--- config.mk ---
export PLATFORM = sky130hd
export DESIGN_NAME = dds_sweep_ctrl_flat
export DESIGN_NICKNAME = d
export VERILOG_FILES = /design/src/rtl/dds_sweep_if.sv /design/src/rtl/dds_sweep_ctrl.sv /design/src/flat_wrapper.sv
export SDC_FILE = /design/constraint.sdc
export NUM_CORES = 1
export LEC_CHECK = 0
export BUFFER_PORTS_ARGS = -buffer_cell sky130_fd_sc_hd__buf_2
export CORE_ASPECT_RATIO = 1.25
export CORE_MARGIN = 4
export CORE_UTILIZATION = 40
export DETAILED_ROUTE_END_ITERATION = 8
export PLACE_DENSITY = 0.6
export SLEW_MARGIN = 20
export SYNTH_ARGS = -nofsm -noshare
export SYNTH_HDL_FRONTEND = slang
export SYNTH_SLANG_ARGS = --single-unit
--- constraint.sdc ---
create_clock -name clk -period 4.5 [get_ports clk]
set_input_delay 0.45 -clock clk [delete_from_list [all_inputs] [get_ports clk]]
set_output_delay 0.45 -clock clk [all_outputs]
set_load 0.005 [all_outputs]
--- src/rtl/dds_sweep_if.sv ---
// Control/status bundle between the sweep controller and its host.
interface dds_sweep_if #(
   parameter int unsigned PINC_W  = 17,
   parameter int unsigned DWELL_W = 16
);
   logic [2:0]         key;
   logic               start;
   logic               stop;
   logic               repeat_en;
   logic [PINC_W-1:0]  f_start;
   logic [PINC_W-1:0]  f_stop;
   logic [PINC_W-1:0]  f_step;
   logic [DWELL_W-1:0] dwell;
   logic [PINC_W-1:0]  pinc;
   logic               pinc_vld;
   logic               sweep_sync;
   logic               busy;
   logic               done;
   logic               cfg_err;

   modport master (
      output key, start, stop, repeat_en, f_start, f_stop, f_step, dwell,
      input  pinc, pinc_vld, sweep_sync, busy, done, cfg_err
   );

   modport slave (
      input  key, start, stop, repeat_en, f_start, f_stop, f_step, dwell,
      output pinc, pinc_vld, sweep_sync, busy, done, cfg_err
   );
endinterface

--- src/rtl/dds_sweep_ctrl.sv ---
// Phase-increment scheduler for the DDS: fixed key-selected increment in IDLE,
// programmable linear sweep (single-shot or repeating) on command.
// Optional macro DEBOUNCE_EN: require DEB_CYC stable cycles of the key before use.
module dds_sweep_ctrl #(
   parameter int unsigned PINC_W   = 17,
   parameter int unsigned DWELL_W  = 16,
   parameter int unsigned FIX_BASE = 262
`ifdef DEBOUNCE_EN
   , parameter int unsigned DEB_CYC = 1024
`endif
) (
   input  logic        clk,
   input  logic        rst_n,
   dds_sweep_if.slave  bus
);
   typedef enum logic [1:0] {IDLE, LOAD, DWELL, DONE} state_t;

   state_t             state_q, state_d;
   logic [2:0]         key_s1, key_s2, key_use;
   logic               ok_s1, ok_s2, key_ok;
   logic [PINC_W-1:0]  sh_start_q, sh_start_d, sh_stop_q, sh_stop_d, sh_step_q, sh_step_d;
   logic [DWELL_W-1:0] sh_dwell_q, sh_dwell_d, cnt_q, cnt_d, reload;
   logic               sh_rep_q, sh_rep_d;
   logic [PINC_W-1:0]  pinc_q, pinc_d, fixed_pinc;
   logic [PINC_W:0]    nxt;
   logic               vld_q, vld_d, sync_q, sync_d, busy_q, busy_d;
   logic               done_q, done_d, err_q, err_d;

   // Key synchronizer; ok_s* marks when the chain holds real samples so the
   // first fixed update after reset already uses the true key.
   always_ff @(posedge clk or negedge rst_n) begin
      if (!rst_n) begin
         key_s1 <= '0;
         key_s2 <= '0;
         ok_s1  <= 1'b0;
         ok_s2  <= 1'b0;
      end else begin
         key_s1 <= bus.key;
         key_s2 <= key_s1;
         ok_s1  <= 1'b1;
         ok_s2  <= ok_s1;
      end
   end

`ifdef DEBOUNCE_EN
   localparam int unsigned DEB_W = (DEB_CYC > 1) ? $clog2(DEB_CYC) : 1;
   logic [2:0]       key_cand, key_deb;
   logic [DEB_W-1:0] deb_cnt;
   logic             deb_ok;

   // Stability window: any change of the synchronized key restarts the count.
   always_ff @(posedge clk or negedge rst_n) begin
      if (!rst_n) begin
         key_cand <= '0;
         key_deb  <= '0;
         deb_cnt  <= '0;
         deb_ok   <= 1'b0;
      end else if (key_s2 != key_cand) begin
         key_cand <= key_s2;
         deb_cnt  <= '0;
      end else if (deb_cnt != DEB_W'(DEB_CYC - 1)) begin
         deb_cnt  <= deb_cnt + DEB_W'(1);
      end else begin
         key_deb  <= key_cand;
         deb_ok   <= 1'b1;
      end
   end

   assign key_use = key_deb;
   assign key_ok  = ok_s2 & deb_ok;
`else
   assign key_use = key_s2;
   assign key_ok  = ok_s2;
`endif

   assign fixed_pinc = PINC_W'((32'(key_use) + 32'd1) * FIX_BASE);
   assign nxt        = {1'b0, pinc_q} + {1'b0, sh_step_q};
   assign reload     = (sh_dwell_q == '0) ? '0 : sh_dwell_q - DWELL_W'(1);

   // State, shadow configuration and registered outputs.
   always_ff @(posedge clk or negedge rst_n) begin
      if (!rst_n) begin
         state_q    <= IDLE;
         sh_start_q <= '0;
         sh_stop_q  <= '0;
         sh_step_q  <= '0;
         sh_dwell_q <= '0;
         sh_rep_q   <= 1'b0;
         cnt_q      <= '0;
         pinc_q     <= '0;
         vld_q      <= 1'b0;
         sync_q     <= 1'b0;
         busy_q     <= 1'b0;
         done_q     <= 1'b0;
         err_q      <= 1'b0;
      end else begin
         state_q    <= state_d;
         sh_start_q <= sh_start_d;
         sh_stop_q  <= sh_stop_d;
         sh_step_q  <= sh_step_d;
         sh_dwell_q <= sh_dwell_d;
         sh_rep_q   <= sh_rep_d;
         cnt_q      <= cnt_d;
         pinc_q     <= pinc_d;
         vld_q      <= vld_d;
         sync_q     <= sync_d;
         busy_q     <= busy_d;
         done_q     <= done_d;
         err_q      <= err_d;
      end
   end

   // Next-state and next-output logic; stop always wins over start.
   always_comb begin
      state_d    = state_q;
      sh_start_d = sh_start_q;
      sh_stop_d  = sh_stop_q;
      sh_step_d  = sh_step_q;
      sh_dwell_d = sh_dwell_q;
      sh_rep_d   = sh_rep_q;
      cnt_d      = cnt_q;
      pinc_d     = pinc_q;
      vld_d      = 1'b0;
      sync_d     = 1'b0;
      done_d     = 1'b0;
      err_d      = 1'b0;
      case (state_q)
         IDLE: begin
            if (key_ok && (fixed_pinc != pinc_q)) begin
               pinc_d = fixed_pinc;
               vld_d  = 1'b1;
            end
            if (bus.start && !bus.stop) begin
               if ((bus.f_step == '0) || (bus.f_start > bus.f_stop)) begin
                  err_d = 1'b1;
               end else begin
                  sh_start_d = bus.f_start;
                  sh_stop_d  = bus.f_stop;
                  sh_step_d  = bus.f_step;
                  sh_dwell_d = bus.dwell;
                  sh_rep_d   = bus.repeat_en;
                  state_d    = LOAD;
               end
            end
         end
         LOAD: begin
            if (bus.stop) begin
               state_d = IDLE;
            end else begin
               pinc_d  = sh_start_q;
               vld_d   = 1'b1;
               sync_d  = 1'b1;
               cnt_d   = reload;
               state_d = DWELL;
            end
         end
         DWELL: begin
            if (bus.stop) begin
               state_d = IDLE;
            end else if (cnt_q != '0) begin
               cnt_d = cnt_q - DWELL_W'(1);
            end else if (nxt <= {1'b0, sh_stop_q}) begin
               pinc_d = nxt[PINC_W-1:0];
               vld_d  = 1'b1;
               cnt_d  = reload;
            end else if (sh_rep_q) begin
               // Re-issue f_start on this edge so the last step is not stretched.
               pinc_d = sh_start_q;
               vld_d  = 1'b1;
               sync_d = 1'b1;
               cnt_d  = reload;
            end else begin
               done_d  = 1'b1;
               state_d = DONE;
            end
         end
         DONE:    state_d = IDLE;
         default: state_d = IDLE;
      endcase
      busy_d = (state_d == LOAD) || (state_d == DWELL);
   end

   assign bus.pinc       = pinc_q;
   assign bus.pinc_vld   = vld_q;
   assign bus.sweep_sync = sync_q;
   assign bus.busy       = busy_q;
   assign bus.done       = done_q;
   assign bus.cfg_err    = err_q;
endmodule

--- src/flat_wrapper.sv ---
// flat-port wrapper written by rule: the top's interface ports become plain ports
module dds_sweep_ctrl_flat 
#(
   parameter int unsigned PINC_W   = 17,
   parameter int unsigned DWELL_W  = 16,
   parameter int unsigned FIX_BASE = 262

)
  (clk, rst_n, bus_key, bus_start, bus_stop, bus_repeat_en, bus_f_start, bus_f_stop, bus_f_step, bus_dwell, bus_pinc, bus_pinc_vld, bus_sweep_sync, bus_busy, bus_done, bus_cfg_err);
  dds_sweep_if #(.PINC_W(PINC_W), .DWELL_W(DWELL_W)) bus_i ();
  input  logic clk;
  input  logic rst_n;
  input wire logic [$bits(bus_i.key)-1:0] bus_key;
  input wire logic [$bits(bus_i.start)-1:0] bus_start;
  input wire logic [$bits(bus_i.stop)-1:0] bus_stop;
  input wire logic [$bits(bus_i.repeat_en)-1:0] bus_repeat_en;
  input wire logic [$bits(bus_i.f_start)-1:0] bus_f_start;
  input wire logic [$bits(bus_i.f_stop)-1:0] bus_f_stop;
  input wire logic [$bits(bus_i.f_step)-1:0] bus_f_step;
  input wire logic [$bits(bus_i.dwell)-1:0] bus_dwell;
  output wire logic [$bits(bus_i.pinc)-1:0] bus_pinc;
  output wire logic [$bits(bus_i.pinc_vld)-1:0] bus_pinc_vld;
  output wire logic [$bits(bus_i.sweep_sync)-1:0] bus_sweep_sync;
  output wire logic [$bits(bus_i.busy)-1:0] bus_busy;
  output wire logic [$bits(bus_i.done)-1:0] bus_done;
  output wire logic [$bits(bus_i.cfg_err)-1:0] bus_cfg_err;
  assign bus_i.key = bus_key;
  assign bus_i.start = bus_start;
  assign bus_i.stop = bus_stop;
  assign bus_i.repeat_en = bus_repeat_en;
  assign bus_i.f_start = bus_f_start;
  assign bus_i.f_stop = bus_f_stop;
  assign bus_i.f_step = bus_f_step;
  assign bus_i.dwell = bus_dwell;
  assign bus_pinc = bus_i.pinc;
  assign bus_pinc_vld = bus_i.pinc_vld;
  assign bus_sweep_sync = bus_i.sweep_sync;
  assign bus_busy = bus_i.busy;
  assign bus_done = bus_i.done;
  assign bus_cfg_err = bus_i.cfg_err;
  dds_sweep_ctrl #(.PINC_W(PINC_W), .DWELL_W(DWELL_W), .FIX_BASE(FIX_BASE)) u_core (.clk(clk), .rst_n(rst_n), .bus(bus_i));
endmodule
After elaboration in Yosys (flattened, before gate mapping):

Index checks and enable logic that the tools add are counted.

* add/sub/neg operators: 4
* multipliers: 1
* magnitude comparators: 2
* eq/ne operators: 12
* muxes and demuxes: 41
* bitwise operators: 1
* reduce and logical (&&, ||, !) cells: 14

Operator list (count)
* 2-to-1 mux 17 bit: 6
* 2-to-1 mux 16 bit: 6
* one-hot mux 17 bit (3 select lines): 1
* multiplier 32 x 8 -> 16 bit (second input constant): 1
* one-hot mux 16 bit (2 select lines): 1
* subtractor 16 x 1 -> 16 bit (second input constant): 2
* adder 17 x 17 -> 18 bit: 1
* less-or-equal comparator 18 x 17 -> 1 bit: 1
* > comparator 17 bit: 1
* logical NOT 17 bit: 1
* 2-to-1 mux 1 bit: 17
* inequality test 17 bit: 1
* logical NOT 16 bit: 1
* nonzero test 16 bit: 1
* 2-to-1 mux 2 bit: 7
* one-hot mux 2 bit (4 select lines): 1
* == test 2 bit (second input constant): 3
* inequality test 2 bit (second input constant): 3
* AND reduction 6 bit: 1
* adder 3 x 1 -> 4 bit (second input constant): 1
* == test 2 x 1 -> 1 bit (second input constant): 2
* inequality test 4 x 1 -> 1 bit (second input constant): 1
* AND reduction 4 bit: 1
* inequality test 3 x 1 -> 1 bit (second input constant): 1
* 11 further kinds: 13

* flip-flop bits (word level): 116
* output and inout port bits: 22
* word-level logic and storage cells: 92

Depth between registers and ports, before layout:

Gate-level depths: netlist (run 1).

* word-level depth: 8
* depth in mapped cells: 19

Worst setup path after synthesis (run 1):

Ideal clock, no wire load.

* kind: register to register
* start: register u_core.pinc_q[0] (netlist: u_core.bus.pinc[0])
* end: register u_core.pinc_q[14] (netlist: u_core.bus.pinc[14])
* library setup time: 0.121 ns
* arrival: 4.046 ns
* required time: 4.379 ns
* slack: 0.333 ns
* stages on the path, launching flop included: 19
* buffers on the path: 1
* cell sequence: dfrtp_1 -> ha_1 -> inv_1 -> fa_1 -> nand2b_1 -> a21oi_1 -> o21a_1 -> a21oi_1 -> a21oi_1 -> xnor2_1 -> ha_1 -> a211oi_1 -> nand3_1 -> o21ai_0 -> o211a_1 -> clkbuf_1 -> a21oi_1 -> a221o_1 -> a22o_1

* longest elaborated chain between the ends: 6
* elaborated cells between the ends (all ways): 11
* those cells by class: add/sub (1); order compare (1); eq/ne (3); mux (4); reduce/logical (2)

Ends and longest elaborated chain
* from (decl): line dds_sweep_ctrl.sv:24 `logic [PINC_W-1:0] pinc_q, pinc_d, fixed_pinc;`
* from (signal assigned): line dds_sweep_ctrl.sv:104 `pinc_q <= pinc_d;`
* adder 17 x 17 -> 18 bit: line dds_sweep_ctrl.sv:77 `assign nxt = {1'b0, pinc_q} + {1'b0, sh_step_q};`
* less-or-equal comparator 18 x 17 -> 1 bit: line dds_sweep_ctrl.sv:162 `end else if (nxt <= {1'b0, sh_stop_q}) begin`
* 2-to-1 mux 17 bit: line dds_sweep_ctrl.sv:162
* 2-to-1 mux 17 bit: line dds_sweep_ctrl.sv:160 `end else if (cnt_q != '0) begin`
* 2-to-1 mux 17 bit: line dds_sweep_ctrl.sv:158 `if (bus.stop) begin`
* one-hot mux 17 bit (3 select lines): line dds_sweep_ctrl.sv:127 `case (state_q)`

Several ways; a longest one is shown, not always the timed one. The select of a mux whose other input is x is not followed.
A chain may end at the register's enable or synchronous reset.

Worst setup path after layout (run 1):

* start: register u_core.pinc_q[0] (netlist: u_core.bus.pinc[0])
* end: register u_core.cnt_q[1]

* longest elaborated chain between the ends: 6
* elaborated cells between the ends (all ways): 8
* those cells by class: add/sub (1); order compare (1); eq/ne (1); mux (4); reduce/logical (1)

Ends and longest elaborated chain
* adder 17 x 17 -> 18 bit *: line dds_sweep_ctrl.sv:77
* less-or-equal comparator 18 x 17 -> 1 bit *: line dds_sweep_ctrl.sv:162
* 2-to-1 mux 16 bit: line dds_sweep_ctrl.sv:162
* 2-to-1 mux 16 bit: line dds_sweep_ctrl.sv:160
* 2-to-1 mux 16 bit: line dds_sweep_ctrl.sv:158
* one-hot mux 16 bit (2 select lines): line dds_sweep_ctrl.sv:127
* to (signal assigned): line dds_sweep_ctrl.sv:103 `cnt_q <= cnt_d;`
* to (decl): line dds_sweep_ctrl.sv:22 `logic [DWELL_W-1:0] sh_dwell_q, sh_dwell_d, cnt_q, cnt_d, reload;`

Every way passes the cells marked *; elsewhere a longest branch is shown, timed or not. The select of a mux whose other input is x is not followed.

==> metrics.md, run 1 <==
| Metric | Value |
|---|---|
| Status | `finished clean` |
| Share of the synthesized area in the top cell type | `0.3776` |
| Post-Synth Simple-Gate Area | `0.1486` |
| Hold_sp | `bus_key[1]` |
| Min Clock Period, post-route | `4.266 ns` |
| Synth-to-layout area growth | `19.50%` |
| Initial antenna violation count | `0` |
| Core Footprint | `0.01885 mm²` |
| R2R cell count | `20` |
| Die Ht | `163.0 µm` |
| Met1 Use GR | `0.2335` |
| Full die area | `0.02151 mm²` |
| # DRC | `0` |
| Average size of a mapped cell | `9.538 µm²` |
| Cells after synthesis | `806` |
| Mapped Area | `0.007687 mm²` |
| Final Max Tran Viols | `0` |
| Worst-case clock skew | `0.01208 ns` |
| Finished Core Util | `0.4874` |
| Clock tree sinks | `116` |
| CTS tree | `yes` |
| Grt met3 use | `0.03245` |
| Post-Synth Adder-Cell Area | `0.1117` |
| Library cells used by synthesis | `71` |
| RR Startpoint | `u_core.bus.pinc[0]` |
| Post-synthesis mux area share | `0.09993` |
| Routed wire per std cell | `18.53 µm` |
| Largest family of logic cells by synthesized area | `compound AO/OA/AOI/OAI gates` |
| Reg-to-reg endpoint | `u_core.cnt_q[1]` |
| Worst skew pair latency | `0.42 ns` |
| GPL Wtd Cong | `0.9341` |
| Multi-input logic area | `0.004491 mm²` |
| Most frequent cells in the layout | `dfrtp_1, buf_2, nand2_1, ha_1, inv_1` |
| Fin crit share | `0.9481` |
| Most common flop cell mapped by yosys | `dfrtp_1` |
| Gr usage total | `0.2046` |
| CTS max path bufs | `2` |
| Register area share after synthesis | `0.3776` |
| H-tree depth | `4` |
| CTS Buf Count | `17` |
| Setup Viol. Count Final | `0` |
| Layout cell share with drive strength beyond 1 | `0.2481` |
| Hold Path Depth | `1` |
| Crit path max fanout | `4` |
| Worst-Margin Slew | `0.8225 ns` |
| FF-to-FF setup slack | `0.23 ns` |
| Max cap viols | `0` |
| GRT overflow | `0` |
| Critical path required time | `4.80 ns` |
| Initial Utilization | `0.4079` |
| Fillers | `1,767` |
| Crit Path Class | `reg2reg` |
| ANT cells | `0` |
| Peak supply drop | `0.4732 mV` |
| Cell chosen for the clock root | `clkbuf_16` |
| First-pass GRT wire length | `34,500 µm` |
| Clock slew at reported path FFs | `0.06 ns` |
| Routed Antenna Nets | `0` |
| #FFs+latches synth | `116` |
| Synth top area cells | `dfrtp_1, ha_1, mux2_2` |
| Post-synth EDFFs | `0` |
| Final Hold Vio Count | `0` |
| Slew margin rel. | `0.4517` |
| Nets | `1,070` |
| Vias in the first global route | `6,499` |
| XOR/XNOR Fraction of Synth Area | `0.04215` |
| Row Count | `56` |
| P_int | `4.114 mW` |
| Static leakage | `4.272 nW` |
| Hold Crit Class | `in2reg` |
| Seq pwr share | `0.264` |
| Iteration-0 DRC count of the detailed router | `445` |
| Largest net degree at the start of global routing | `49` |
| Die Wd | `132.0 µm` |
| Placed wire-length estimate | `16,470 µm` |
| Ports | `97` |
| PD cells | `819.4 mW/mm²` |
| Syn nets | `949` |
| Commonest non-fill, non-tap cell in the layout | `dfrtp_1` |
| Switching Power | `3.413 mW` |
| IO buf count | `96` |
| DR vias/cell | `5.587` |
| Overall Power | `7.527 mW` |
| Synth area leader | `dfrtp_1` |
| Placed Instances | `1,133` |
| Switching portion of total power | `0.4534` |
| Gate power share | `0.567` |
| Startpoint types | `flip-flop` |
| TritonRoute pass-1 iters | `5` |
| Seq. cell area | `0.002903 mm²` |
| Global routing met2 resource utilization | `0.3784` |
| Arrival time of the worst setup path | `4.57 ns` |
| Post-Route WL | `21,700 µm` |
| YS warnings | `0` |
| Clock power frac | `0.169` |
| GRT Max-Usage Layer | `met2` |
| Crit. End Element | `flip-flop` |
| FMAX | `0.2344 GHz` |
| Compound-Gate Fraction of Synth Area | `0.1730` |
| Hold Path Sink | `u_core.key_s1[1]` |
| FFs w/ async S/R, synth | `1.000` |
| Final cell count without fillers | `1,171` |
| Via count | `6,542` |
[state kept, by name (all words and copies together), names as in the netlist]
signal	count
u_core.bus.pinc	17
u_core.sh_start_q	17
u_core.sh_step_q	17
u_core.sh_stop_q	17
u_core.cnt_q	16
u_core.sh_dwell_q	16
u_core.key_s1	3
u_core.key_s2	3
u_core.state_q	2
u_core.bus.busy	1
u_core.bus.cfg_err	1
u_core.bus.done	1
u_core.bus.pinc_vld	1
u_core.bus.sweep_sync	1
u_core.key_ok	1
u_core.ok_s1	1
u_core.sh_rep_q	1
[metrics by stage]
step / TNS (ns) / setup WS (ns) / cell area, µm² / hold slack [ns]
floorplan: 0 / 0.3327 / 7687 / 0.1544
global placement: -0.1114 / -0.04810 / 8526 / 0.3315
detailed placement: -0.7140 / -0.1453 / 8526 / 0.3356
CTS: 0 / 0.03317 / 9084 / 0.1187
global route: -0.01655 / -0.009837 / 9186 / 0.1154
finish: 0 / 0.2336 / 9186 / 0.1312
[worst max-delay path: stages, from the launching register on]
cell       delay (ns)
dfrtp_1          0.39
ha_2             0.19
inv_1            0.05
fa_1             0.39
nand2b_1         0.19
a21oi_2          0.22
o21a_1           0.18
buf_4            0.14
a211oi_1         0.07
o21bai_1         0.16
xor2_1           0.26
ha_1             0.30
nand3_1          0.10
nor2_1           0.06
nand2_1          0.09
o211ai_1         0.19
o211a_4          0.23
a2111oi_4        0.36
buf_4            0.18
nor2_2           0.05
mux2_1           0.34
[synthesized netlist by cell type, types with 4 or more instances]
| cell type | count |
|---|---|
| or3_1 | 5 |
| clkbuf_1 | 15 |
| a311oi_1 | 11 |
| a31oi_1 | 7 |
| o2bb2ai_1 | 7 |
| buf_2 | 7 |
| nor4_1 | 11 |
| and2_1 | 9 |
| o211ai_1 | 7 |
| nand2b_1 | 8 |
| nand4_1 | 10 |
| nor2b_1 | 7 |
| inv_1 | 59 |
| nand2_1 | 72 |
| mux2i_1 | 16 |
| xor2_1 | 12 |
| nor2_1 | 38 |
| mux2_2 | 52 |
| a21o_1 | 8 |
| and3_1 | 7 |
| ha_1 | 67 |
| o31ai_1 | 20 |
| nor3_1 | 27 |
| buf_4 | 4 |
| nand3_1 | 17 |
| a21oi_1 | 56 |
| a211oi_1 | 4 |
| dfrtp_1 | 116 |
| a32oi_1 | 4 |
| o21ai_0 | 24 |
| o21ai_1 | 11 |
| xnor2_1 | 25 |
[timing repair]
item	in CTS	in global routing
resized for setup	2	12
hold endpoints to repair	28	0
setup endpoints to repair	32	38
buffers inserted	0	6
hold buffers	1	0
pin swaps	0	5
[final cells by class]
cell class              instances  share of cell area
multi-input cells             603              0.4888
flip-flops and latches        116              0.3160
repair buffers                129             0.07981
clock buffers                  21             0.05012
well taps                     232             0.03160
inverters                      60             0.02452
clock inverters                10            0.009126
[cells by family (layout without fill, tap and decap cells)]
group                    after synthesis  in the layout
adder cells (fa/ha/maj)               68             68
multiplexers                          70             70
buffers and inverters                 87            220
flip-flops                           116            116
AND/OR/NAND/NOR                      230            230
other                                  1              1
XOR/XNOR                              37             37
AO/OA/AOI/OAI                        197            197
[worst max path at each step]
stage	slack, ns	from	endpoint	cells past startpoint
after floorplan	0.33	u_core.bus.pinc[0]	u_core.bus.pinc[14]	18
after global placement	-0.05	u_core.bus.pinc[0]	u_core.bus.pinc[15]	18
after detailed placement	-0.15	u_core.bus.pinc[0]	u_core.bus.pinc[15]	18
after CTS	0.03	u_core.bus.pinc[0]	u_core.bus.pinc[15]	18
after global routing	-0.01	u_core.bus.pinc[0]	u_core.cnt_q[1]	20
final	0.23	u_core.bus.pinc[0]	u_core.cnt_q[1]	20
[per-layer routing]
| metal | up-vias | part of all wire |
|---|---|---|
| li1 | 3183 | - |
| met1 | 3120 | 0.40 |
| met2 | 194 | 0.53 |
| met3 | 45 | 0.039 |
| met4 | 0 | 0.033 |
| met5 | - | 0 |
[power by group through the flow]
stage	Sequential, mW	Combinational, mW	Clock, mW
2_1_floorplan	1.84	2.86	0
5_1_grt	2.04	4.72	1.34
3_5_place_dp	2.00	4.08	0
6_report	1.99	4.27	1.27
3_3_place_gp	1.99	4.05	0
4_1_cts	1.99	4.11	1.29
Note: power is estimated with default switching activity, not from simulation.
==> run 2: changes to the inputs <==
ABC_AREA = 1   (was unset)
PLACE_DENSITY = 0.59   (was 0.6)
==> metrics.md, run 2 <==
| Metric | Value |
|---|---|
| Status | `finished clean` |
| Row Count | `58` |
| Via count | `7,239` |
| Max cap viols | `0` |
| Largest net degree at the start of global routing | `51` |
| Setup TNS | `0 ns` |
| CTS tree | `yes` |
| Clock slew at reported path FFs | `0.05 ns` |
| Final Max Tran Viols | `0` |
| Top-count cell post-synth | `nand2_1` |
| Cells after synthesis | `1,120` |
| # DRC | `0` |
| Arrival time of the worst setup path | `4.40 ns` |
| Worst-Margin Slew | `0.6926 ns` |
| R2R cell count | `21` |
| Die Wd | `135.7 µm` |
| Pre-CTS setup slack | `0.3892 ns` |
| Setup repair bufs after CTS | `0` |
| Post-synth EDFFs | `0` |
| Worst-case clock skew | `0.01194 ns` |
| Post-Route WL | `21,660 µm` |
| CP delay by family, top | `simple AND/OR/NAND/NOR gates` |
| Cell area after layout | `0.009484 mm²` |
| Synth top area cells | `dfrtp_1, nand2_1, ha_1` |
| Core Footprint | `0.02010 mm²` |
| CTS Buf Count | `17` |
| Worst Hold Margin | `0.05962 ns` |
| DR vias/cell | `4.832` |
| Syn nets | `1,263` |
| CTS Hold Bufs | `0` |
| Mapped Area | `0.008155 mm²` |
| CTS max path bufs | `2` |
| Overall Power | `8.037 mW` |
| RR Startpoint | `u_core.bus.pinc[2]` |
| Critical-path cell list | `ha_1, nand2_1, nand3_1, a21boi_0, nand3b_1, nand2_1, or2_2, nand2_1, inv_1, ha_1, nand2_1, nor3_1, nand2_1, nand3_1, nand2_2, nand2_8, nand3_4, nand2_4, inv_4, nand3_1, o21ai_1` |
| IO buf count | `96` |
| Average size of a mapped cell | `7.282 µm²` |
| DP Area | `0.008871 mm²` |
| Setup Viol. Count Final | `0` |
| Crit path max fanout | `25` |
| FMAX | `0.2445 GHz` |
| Nets | `1,358` |
| Full die area | `0.02275 mm²` |
| Worst path buffer plus inverter count | `2` |
| Crit-path max cell delay | `0.42 ns` |
| Startpoint types | `flip-flop` |
| Worst skew pair latency | `0.43 ns` |
| Reg-to-reg endpoint | `u_core.bus.pinc[3]` |
| ANT cells | `0` |
| Crit. End Element | `flip-flop` |
| Commonest cells in the netlist | `nand2_1, inv_1, dfrtp_1` |
| Library cells used by synthesis | `48` |
| Synth-to-layout area growth | `16.29%` |
| Placed Instances | `1,466` |
| CP Launch Point | `u_core.bus.pinc[2]` |
| Most common flop cell mapped by yosys | `dfrtp_1` |
| FFs w/ async S/R, synth | `1.000` |
| Routed wire per std cell | `14.46 µm` |
| Crit Path Class | `reg2reg` |
| RSZ-0062 raised after global routing | `no` |
| Commonest non-fill, non-tap cell in the layout | `nand2_1` |
| Register area share after synthesis | `0.3559` |
| Finished Core Util | `0.4718` |
| Static leakage | `5.189 nW` |
| Final cell count without fillers | `1,498` |
| Peak supply drop | `0.3804 mV` |
| Cell chosen for the clock root | `clkbuf_16` |
| Hold Crit Class | `in2async` |
| Min Clock Period, post-route | `4.091 ns` |
| TritonRoute pass-1 iters | `5` |
| Iteration-0 DRC count of the detailed router | `396` |
| Slew margin rel. | `0.5383` |
| #FFs+latches synth | `116` |
| First-pass GRT wire length | `35,660 µm` |
| YS warnings | `0` |
| Share of the synthesized area in the top cell type | `0.3559` |
| Initial antenna violation count | `0` |
| Vias in the first global route | `7,231` |
| Placed wire-length estimate | `17,050 µm` |
| H-tree depth | `4` |
| FF-to-FF setup slack | `0.41 ns` |
| Fin crit share | `0.9090` |
| Die Ht | `167.6 µm` |
| Clock tree sinks | `116` |
| Most frequent cells in the layout | `nand2_1, inv_1, dfrtp_1, nor2_1, buf_2` |
| GRT overflow | `0` |
| Ports | `97` |
| Initial Utilization | `0.4057` |
| Post_cts resized | `0` |
| Synth area leader | `dfrtp_1` |
| Final Hold Vio Count | `0` |
| GPL Wtd Cong | `0.8754` |
| Routed Antenna Nets | `0` |
| Layout cell share with drive strength beyond 1 | `0.1490` |
| Gr usage total | `0.1980` |
| Critical path required time | `4.81 ns` |
| PD cells | `847.4 mW/mm²` |
| Most used cell along the critical path | `nand2_1` |
| Crit-path slowest cell | `dfrtp_1` |
| Fin worst setup slack | `0.4094 ns` |
==> run 2: kinds of logic (layout without fill, tap and decap cells) <==
group	Yosys count	after routing	share of synthesized area
AND/OR/NAND/NOR	516	516	0.2757
buffers and inverters	202	310	0.1016
AO/OA/AOI/OAI	181	181	0.1224
flip-flops	116	116	0.3559
adder cells (fa/ha/maj)	68	68	0.1052
XOR/XNOR	36	36	0.03866
other	1	1	0.0004598
==> run 2: area by class of cell <==
class / count / area [µm²]
clock buffers: 21 / 480.5
well taps: 270 / 337.8
multi-input cells: 802 / 4441
repair buffers: 104 / 543.0
fillers: 2085 / 10620
clock inverters: 11 / 123.9
inverters: 174 / 655.6
flip-flops and latches: 116 / 2903
==> run 2: report_power, final <==
group / leakage, nW / internal, mW / switching [mW] / total (mW)
logic: 3.49 / 1.67 / 3.05 / 4.72
clock network: 0.292 / 0.874 / 0.509 / 1.38
registers: 1.40 / 1.53 / 0.412 / 1.94
==> run 2: how the worst max path moves through the flow <==
| stage | endpoint | slack, ns | depth (start not counted) |
|---|---|---|---|
| final | u_core.bus.pinc[3] | 0.41 | 21 |
| after detailed placement | u_core.cnt_q[8] | 0.39 | 20 |
| after global routing | u_core.bus.pinc[5] | 0.01 | 21 |
| after CTS | u_core.cnt_q[8] | 0.36 | 20 |
| after floorplan | u_core.bus.pinc[2] | 1.20 | 25 |
| after global placement | u_core.cnt_q[9] | 0.41 | 20 |
==> run 2: routing by layer <==
metal | wire length, µm | part of all wire | track usage | vias up
met3 | 738 | 0.034 | 0.03606 | 29
met5 | 0 | 0 | 0 | -
li1 | - | - | - | 3761
met1 | 9084 | 0.42 | 0.2361 | 3321
met4 | 414 | 0.019 | 0.06050 | 0
met2 | 11420 | 0.53 | 0.3588 | 128
==> run 3: changes to the inputs <==
CTS_CLUSTER_SIZE = 24   (was unset)
PLACE_DENSITY = 0.62   (was 0.59)
clock period = 3.6 ns   (was 4.5 ns; I/O delays follow)
==> metrics.md, run 3 (synthesized netlist as in run 2, its figures left out) <==
| Metric | Value |
|---|---|
| H-tree depth | `4` |
| Slew margin rel. | `0.4816` |
| Static leakage | `5.448 nW` |
| ANT cells | `0` |
| Initial antenna violation count | `0` |
| Final Hold Vio Count | `0` |
| Gr usage total | `0.2013` |
| Routed wire per std cell | `14.49 µm` |
| Iteration-0 DRC count of the detailed router | `402` |
| Die Ht | `167.6 µm` |
| Seq pwr share | `0.215` |
| Multi-input logic area | `0.004621 mm²` |
| Finished Core Util | `0.5026` |
| R2R cell count | `25` |
| Hold Crit Class | `in2async` |
| GRT overflow | `0` |
| Crit. End Element | `flip-flop` |
| Final Max Tran Viols | `0` |
| IO buf count | `96` |
| Gate power share | `0.625` |
| Via count | `7,575` |
| CTS Buf Count | `17` |
| Fin crit share | `0.9306` |
| DP Area | `0.009239 mm²` |
| Worst-case clock skew | `0.01670 ns` |
| Fin worst setup slack | `0.2497 ns` |
| Largest net degree at the start of global routing | `63` |
| Clock power frac | `0.160` |
| Commonest non-fill, non-tap cell in the layout | `nand2_1` |
| TritonRoute pass-1 iters | `5` |
| CTS tree | `yes` |
| Placed wire-length estimate | `17,530 µm` |
| Synth-to-layout area growth | `23.87%` |
| Worst skew pair latency | `0.43 ns` |
| Setup TNS | `0 ns` |
| Max cap viols | `0` |
| PD cells | `1123 mW/mm²` |
| DR vias/cell | `4.919` |
| Row Count | `58` |
| Core Footprint | `0.02010 mm²` |
| Worst-Margin Slew | `0.7776 ns` |
| Cell area after layout | `0.01010 mm²` |
| Min Clock Period, post-route | `3.350 ns` |
| Layout cell share with drive strength beyond 1 | `0.2000` |
| Crit Path Class | `reg2reg` |
| Pre-CTS setup slack | `-0.05815 ns` |
| Most frequent cells in the layout | `nand2_1, inv_1, dfrtp_1, nor2_1, buf_2` |
| Clock slew at reported path FFs | `0.05 ns` |
| Cell chosen for the clock root | `clkbuf_16` |
| Initial Utilization | `0.4057` |
| GPL Wtd Cong | `0.8853` |
| Post-Route WL | `22,310 µm` |
| Die Wd | `135.7 µm` |
| Switching portion of total power | `0.4683` |
| Routed Antenna Nets | `0` |
| Critical path required time | `3.90 ns` |
| First-pass GRT wire length | `36,100 µm` |
| Ports | `97` |
| Fillers | `2,015` |
| Startpoint types | `flip-flop` |
| CTS Hold Bufs | `0` |
| FMAX | `0.2985 GHz` |
| Full die area | `0.02275 mm²` |
| CTS max path bufs | `2` |
| Crit path max fanout | `8` |
| Setup Viol. Count Final | `0` |
| Clock tree sinks | `116` |
| Peak supply drop | `0.6814 mV` |
| Nets | `1,401` |
| # DRC | `0` |
| P_int | `6.034 mW` |
| Vias in the first global route | `7,494` |
| Seq. cell area | `0.002905 mm²` |
| Switching Power | `5.315 mW` |
| Status | `finished clean` |
| Arrival time of the worst setup path | `3.65 ns` |
[run 3: final timing paths]
kind	end	slack [ns]	start
max	u_core.bus.pinc[6]	0.25	u_core.bus.pinc[12]
min	u_core.key_ok	0.01	rst_n
max reg2reg	u_core.bus.pinc[6]	0.25	u_core.bus.pinc[12]
min reg2reg	u_core.key_s2[1]	0.35	u_core.key_s1[1]
max in group asynchronous	u_core.sh_stop_q[1]	2.78	rst_n
min in group clk	u_core.key_s1[1]	0.04	bus_key[1]
[run 3: what timing repair did]
action	in CTS	in global routing
setup endpoints to repair	19	39
setup buffers	0	3
cloned	0	1
resized for setup	3	40
pin swaps	0	10
[run 3: metal layers]
metal  up-vias  GRT usage  wire length, µm
met4         0    0.07409              650
li1       3847          -                -
met3        41    0.03486              818
met2       158     0.3644            11660
met1      3529     0.2361             9179
met5         -          0                0
[run 3: layout make-up]
| type | count | area share |
|---|---|---|
| timing repair buffer | 147 | 0.09401 |
| sequential | 116 | 0.2876 |
| clock buffer | 24 | 0.05066 |
| clock inverter | 7 | 0.01177 |
| tap | 270 | 0.03344 |
| multi-input combinational | 802 | 0.4574 |
| inverter | 174 | 0.06515 |
[run 3: worst max-delay path, cell delays in order (launching register included)]
cell	delay, ns
dfrtp_1	0.39
ha_1	0.38
a21oi_2	0.21
o21ai_0	0.13
nor2_1	0.16
nand2_1	0.08
or2_2	0.28
nand2_1	0.10
inv_1	0.08
ha_4	0.27
nand2_2	0.05
inv_1	0.05
nand2_1	0.04
nand2_1	0.05
nand2_1	0.04
nand2_1	0.05
nand2_1	0.04
nand3_1	0.08
nand2_2	0.10
nand2_8	0.12
buf_2	0.16
nand2_1	0.05
nand3_1	0.07
nand2_1	0.07
nor2_1	0.10
nor2_1	0.05
[run 3: through the flow]
step,hold slack [ns],std cells,power [mW]
CTS,0.02639,1536,10.96
finish,0.01099,1540,11.35
detailed placement,0.3370,1505,9.063
floorplan,0.06441,1120,6.961
global placement,0.3339,1505,8.962
global route,0.02762,1540,12.43
[run 3: power groups by stage]
| stage | combinational, mW | clock [mW] | sequential [mW] |
|---|---|---|---|
| 2_1_floorplan | 4.67 | 0 | 2.29 |
| 3_3_place_gp | 6.56 | 0 | 2.41 |
| 3_5_place_dp | 6.65 | 0 | 2.41 |
| 4_1_cts | 6.72 | 1.84 | 2.40 |
| 5_1_grt | 8.02 | 1.90 | 2.51 |
| 6_report | 7.10 | 1.81 | 2.44 |
